<file path="src/rtl/pc_sequencer.sv">
// pc_sequencer: multi-cycle program-counter sequencer.
// Walks FETCH -> DECODE -> EXECUTE -> WRITEBACK for each instruction.
// Jumps (j/jal/jr) resolve in DECODE and branches (beq/bne) resolve in EXECUTE.
// All other opcodes retire in WRITEBACK with PC+4.
// The halt opcode parks the sequencer in HALT until Reset.
// Optional feature: define PC_ALIGN_CHECK_EN to trap misaligned jr targets into HALT.
//   Without it, jr loads rsData unmodified.
// Handshake: instrValid=1 marks instr valid for this cycle. It is only consumed
//   in FETCH, where it captures instr into IR and advances to DECODE. The sequencer
//   has no ready output, because it is always ready in FETCH and ignores instr elsewhere.
module pc_sequencer #(
  parameter logic [31:0] RESET_PC = 32'h0000_0000
) (
  input  logic        CLK,
  input  logic        Reset,
  input  logic [31:0] instr,
  input  logic        instrValid,
  input  logic        zero,
  input  logic [31:0] rsData,
  output logic [31:0] PC,
  output logic [31:0] origin,
  output logic [31:0] withOffset,
  output logic [31:0] immediate,
  output logic [31:0] inRegister,
  output logic [1:0]  PCSrc,
  output logic        PCWrite,
  output logic [2:0]  stage,
  output logic        halted
);

  typedef enum logic [2:0] {
    S_FETCH     = 3'd0,
    S_DECODE    = 3'd1,
    S_EXECUTE   = 3'd2,
    S_WRITEBACK = 3'd3,
    S_HALT      = 3'd4
  } state_t;

  localparam logic [1:0] SRC_ORIGIN = 2'b00;
  localparam logic [1:0] SRC_OFFSET = 2'b01;
  localparam logic [1:0] SRC_REG    = 2'b10;
  localparam logic [1:0] SRC_IMM    = 2'b11;

  state_t      state_q, state_d;
  logic [31:0] pc_q, pc_d;
  logic [31:0] ir_q, ir_d;
  logic        pc_write;
  logic [1:0]  pc_src;

  // Instruction decode, always taken from the latched IR.
  logic [5:0] opcode;
  logic [5:0] funct;
  logic       is_jump, is_jr, is_halt, is_beq, is_bne, is_branch, br_taken, jr_bad;

  assign opcode    = ir_q[31:26];
  assign funct     = ir_q[5:0];
  assign is_jump   = (opcode == 6'b000010) || (opcode == 6'b000011);
  assign is_jr     = (opcode == 6'b000000) && (funct == 6'b001000);
  assign is_halt   = (opcode == 6'b111111);
  assign is_beq    = (opcode == 6'b000100);
  assign is_bne    = (opcode == 6'b000101);
  assign is_branch = is_beq || is_bne;
  assign br_taken  = (is_beq && zero) || (is_bne && !zero);

`ifdef PC_ALIGN_CHECK_EN
  // A jr target that is not word aligned is treated as fatal.
  assign jr_bad = (rsData[1:0] != 2'b00);
`else
  assign jr_bad = 1'b0;
`endif

  // Candidate next addresses. All additions wrap modulo 2^32.
  assign origin     = pc_q + 32'd4;
  assign withOffset = origin + {{14{ir_q[15]}}, ir_q[15:0], 2'b00};
  assign immediate  = {origin[31:28], ir_q[25:0], 2'b00};
  assign inRegister = rsData;

  // State, PC and IR registers with synchronous reset.
  always_ff @(posedge CLK) begin
    if (Reset) begin
      state_q <= S_FETCH;
      pc_q    <= RESET_PC;
      ir_q    <= 32'h0000_0000;
    end else begin
      state_q <= state_d;
      pc_q    <= pc_d;
      ir_q    <= ir_d;
    end
  end

  // Next-state logic for the instruction sequencer.
  always_comb begin
    state_d = state_q;
    unique case (state_q)
      S_FETCH:     if (instrValid) state_d = S_DECODE;
      S_DECODE: begin
        if (is_jump || (is_jr && !jr_bad)) state_d = S_FETCH;
        else if (is_halt || (is_jr && jr_bad)) state_d = S_HALT;
        else state_d = S_EXECUTE;
      end
      S_EXECUTE:   state_d = is_branch ? S_FETCH : S_WRITEBACK;
      S_WRITEBACK: state_d = S_FETCH;
      S_HALT:      state_d = S_HALT;
      default:     state_d = S_FETCH;
    endcase
  end

  // PC write strobe and source select. Both are forced to zero while Reset is high.
  always_comb begin
    pc_write = 1'b0;
    pc_src   = SRC_ORIGIN;
    unique case (state_q)
      S_DECODE: begin
        if (is_jump) begin
          pc_write = 1'b1;
          pc_src   = SRC_IMM;
        end else if (is_jr && !jr_bad) begin
          pc_write = 1'b1;
          pc_src   = SRC_REG;
        end
      end
      S_EXECUTE: begin
        if (is_branch) begin
          pc_write = 1'b1;
          pc_src   = br_taken ? SRC_OFFSET : SRC_ORIGIN;
        end
      end
      S_WRITEBACK: pc_write = 1'b1;
      default: begin
        pc_write = 1'b0;
        pc_src   = SRC_ORIGIN;
      end
    endcase
    if (Reset) begin
      pc_write = 1'b0;
      pc_src   = SRC_ORIGIN;
    end
  end

  // Datapath next values: IR captures on an accepted fetch, and PC loads the selected target.
  always_comb begin
    ir_d = ir_q;
    if (state_q == S_FETCH && instrValid) ir_d = instr;
    pc_d = pc_q;
    if (pc_write) begin
      unique case (pc_src)
        SRC_ORIGIN: pc_d = origin;
        SRC_OFFSET: pc_d = withOffset;
        SRC_REG:    pc_d = inRegister;
        default:    pc_d = immediate;
      endcase
    end
  end

  assign PC      = pc_q;
  assign PCSrc   = pc_src;
  assign PCWrite = pc_write;
  assign stage   = state_q;
  assign halted  = (state_q == S_HALT);

endmodule

</file>
<file path="config.mk">
export PLATFORM = sky130hd
export DESIGN_NAME = pc_sequencer
export DESIGN_NICKNAME = d
export VERILOG_FILES = /design/src/rtl/pc_sequencer.sv
export SDC_FILE = /design/constraint.sdc
export NUM_CORES = 1
export LEC_CHECK = 0
export ABC_AREA = 1
export ABC_CLOCK_PERIOD_IN_PS = 3900
export BUFFER_PORTS_ARGS = -buffer_cell sky130_fd_sc_hd__buf_2
export CAP_MARGIN = 20
export CORE_MARGIN = 2
export CORE_UTILIZATION = 50
export CTS_CLUSTER_DIAMETER = 80
export CTS_CLUSTER_SIZE = 8
export DETAILED_ROUTE_END_ITERATION = 7
export GPL_ROUTABILITY_DRIVEN = 0
export PLACE_DENSITY_LB_ADDON = 0.15
export SYNTH_ARGS = -nofsm -noshare
export SYNTH_HDL_FRONTEND = slang
export SYNTH_SLANG_ARGS = --single-unit
</file>
<file path="constraint.sdc">
create_clock -name CLK -period 3.9 [get_ports CLK]
set_input_delay 0.39 -clock CLK [delete_from_list [all_inputs] [get_ports CLK]]
set_output_delay 0.39 -clock CLK [all_outputs]
set_load 0.02 [all_outputs]
</file>
==> key figures <==
Clocking
  – Clock Tree Buf Depth: 2
  – Sink Count: 67
  – H-tree levels: 3
  – CTS tree: yes
  – Clock slew at reported path FFs: 0.06 ns
  – # hold bufs at CTS: 0
  – CTS Buf Count: 9
  – Root Buffer: clkbuf_16
  – Clock Latency Late Sink: 0.35 ns

Timing
  – Max Clock Freq: 265 MHz
  – Final Hold Viols: 0
  – Final setup fails: 0
  – Max Transition Viols Final: 0
  – Fin Clk Skew: 0.00821 ns
  – Slew headroom: 0.331
  – Final period util: 0.967
  – TNS Setup: 0 ns
  – Slew @ Worst Pin: 1.00 ns
  – Tmin final: 3.77 ns

Finish
  – Final net count: 1481
  – Most frequent cells in the layout: nand2_1 (372), buf_2 (232), inv_1 (183)
  – Multi-input logic area: 4500 µm²
  – Post-Layout Cell Count: 1560
  – Register Area: 1350 µm²
  – Finished Core Util: 0.603
  – # diodes: 0
  – Share of cells above drive strength 1: 0.232
  – Layout area overhead: 18.5%
  – Commonest non-fill, non-tap cell in the layout: nand2_1
  – Post-route design area: 8330 µm²
  – FILL cells: 1420

Setup path
  – CP Max Fanout: 7
  – Worst Setup End Kind: output pin
  – Cell family with most CP delay: simple AND/OR/NAND/NOR gates
  – CP max stage delay: 0.39 ns
  – CP max-delay cell: dfxtp_2
  – CP cell instances: ha_1 > nand2_1 > nor2_2 > nand2_1 > nor2_4 > xnor2_1 > inv_1 > ha_1 > nand2_1 > nor2_2 > nand2_1 > inv_1 > nand2_1 > nand2_1 > xor2_1 > buf_2
  – Worst setup SP type: flip-flop
  – CP bufs+invs: 3
  – Register-to-register setup slack: 0.63 ns
  – Req. time, crit path: 3.51 ns
  – Critical path arrival: 3.38 ns
  – Crit-path most repeated cell: nand2_1
  – Crit Path Category: reg2out

Synth
  – Async SR Flop Fraction: 0
  – #FFs+latches synth: 67
  – Post-Synthesis Cells: 1220
  – Sequential-to-total area share from yosys stat: 0.191
  – Synth cell types: 37
  – Top FF cell, synth: dfxtp_1
  – Mapped cell area: 7030 µm²
  – EDFF count, synth: 0
  – Mean post-synth cell area: 5.76 µm²
  – Synth warn: 0

Placed design
  – Port Buffers: 232
  – Dpl cells: 1543
  – Detailed placement HPWL: 19700 µm
  – Post-DP Area: 7810 µm²

Route
  – 1st-iter DRT viols: 917
  – Routed vias/inst: 5.25
  – Drt wl/cell: 16.1 µm
  – First-pass detailed-route iteration total: 6
  – Residual DRC: 0
  – ANT nets after route: 0
  – Routed WL: 25200 µm
  – DR vias: 8187

Pwr
  – VDD IR max: 0.320 mV
  – Final Power: 2.70 mW
  – LEAKAGE: 4.73 nW
  – Pwr per Cell Area: 324 nW/µm²

Global routing
  – Initial antenna violation count: 0
  – Global-route wire length before repair: 37900 µm
  – Vias in the first global route: 7425
  – Overall routing resource usage: 0.331
  – GR Overflow Total: 0
  – Largest net degree at the start of global routing: 59

Min path
  – Hold crit path type: in2reg

Die
  – Die X: 123 µm
  – Die H: 123 µm
  – Core area: 13800 µm²
  – Row Count: 43
  – Initial Util: 0.509
  – Die ar.: 15000 µm²
  – Num ports: 235

Status
  – Status: finished clean

Flow run
  – Max-Cap Viols: 0
## cells in the mapped netlist, types with 2 or more instances
library cell | instances | area, µm²
a21oi_1 | 93 | 465
and2_1 | 12 | 75.1
buf_2 | 6 | 30.0
buf_4 | 69 | 518
buf_6 | 4 | 45.0
clkbuf_1 | 17 | 63.8
dfxtp_1 | 67 | 1340
ha_1 | 37 | 463
inv_1 | 184 | 691
inv_2 | 3 | 11.3
nand2_1 | 375 | 1410
nand2_2 | 3 | 18.8
nand2_4 | 3 | 33.8
nand3_1 | 77 | 385
nand3_2 | 3 | 30.0
nand3b_1 | 6 | 45.0
nand4_1 | 13 | 81.3
nor2_1 | 116 | 435
nor2_2 | 3 | 18.8
nor3_1 | 13 | 65.1
o211ai_1 | 2 | 15.0
o21ai_0 | 63 | 315
o21bai_1 | 4 | 30.0
xnor2_1 | 8 | 70.1
xor2_1 | 27 | 236
## through the flow
stage / setup WS (ns) / hold WS [ns]
5_1_grt: -0.0279 / 0.306
3_3_place_gp: 0.370 / 0.460
3_5_place_dp: 0.279 / 0.463
6_report: 0.129 / 0.301
4_1_cts: 0.0163 / 0.291
2_1_floorplan: 0.416 / 0.439
## cells by family after synthesis
| family | synth area share |
|---|---|
| buffers and inverters | 0.193 |
| other | 0.000533 |
| AOI/OAI and AO/OA | 0.121 |
| DFF | 0.191 |
| and+or+nand+nor | 0.382 |
| adders and majority gates | 0.0687 |
| xor gates and xnor gates | 0.0436 |
## worst reg2reg max path, cell delays in order (launching register included)
cell,delay [ns]
dfxtp_1,0.49
nand2_1,0.15
nor2_1,0.15
nand2_1,0.17
nor2_1,0.16
xor2_1,0.29
ha_1,0.37
nand2_1,0.18
inv_1,0.06
a21oi_1,0.23
nand2_1,0.10
inv_1,0.06
nand2_1,0.09
or2_2,0.28
nand3_1,0.06
nand3_1,0.14
nor2_1,0.13
nor2_1,0.05
## sequential cells by signal, indices dropped and copies added (netlist names)
| signal | count |
|---|---|
| stage | 3 |
| PC | 32 |
| ir_q | 32 |
## power by group
group | total, mW | switching, mW | internal [mW]
logic | 0.910 | 0.614 | 0.295
clock network | 0.959 | 0.336 | 0.623
registers | 0.828 | 0.0792 | 0.749
total | 2.70 | 1.03 | 1.67
## worst paths after layout
check | from | endpoint | cells after the start
max | PC[2] | withOffset[15] | 16
min | rsData[0] | PC[0] | 3
max reg2reg | PC[8] | PC[18] | 17
min reg2reg | ir_q[19] | ir_q[19] | 2
## repair_timing
| action | CTS | global route |
|---|---|---|
| pin swaps | 0 | 2 |
| setup endpoints to repair | 3 | 18 |
| setup buffers | 0 | 1 |
| gates resized for setup | 3 | 45 |
| gates cloned | 0 | 0 |
## final cells by class
type                       instances  area share
inverter                         187      0.0842
sequential                        67       0.162
clock inverter                     7      0.0140
tap                              180      0.0270
clock buffer                       9      0.0270
multi-input combinational        871       0.540
timing repair buffer             239       0.146
## layer usage
| layer | global-route usage | routed length, µm | up-vias |
|---|---|---|---|
| li1 | - | - | 4057 |
| met1 | 0.434 | 10800 | 3665 |
| met2 | 0.527 | 11300 | 389 |
| met3 | 0.0646 | 2030 | 76 |
| met4 | 0.150 | 1020 | 0 |
| met5 | 0 | 0 | - |
(Power assumes the default switching activity.)
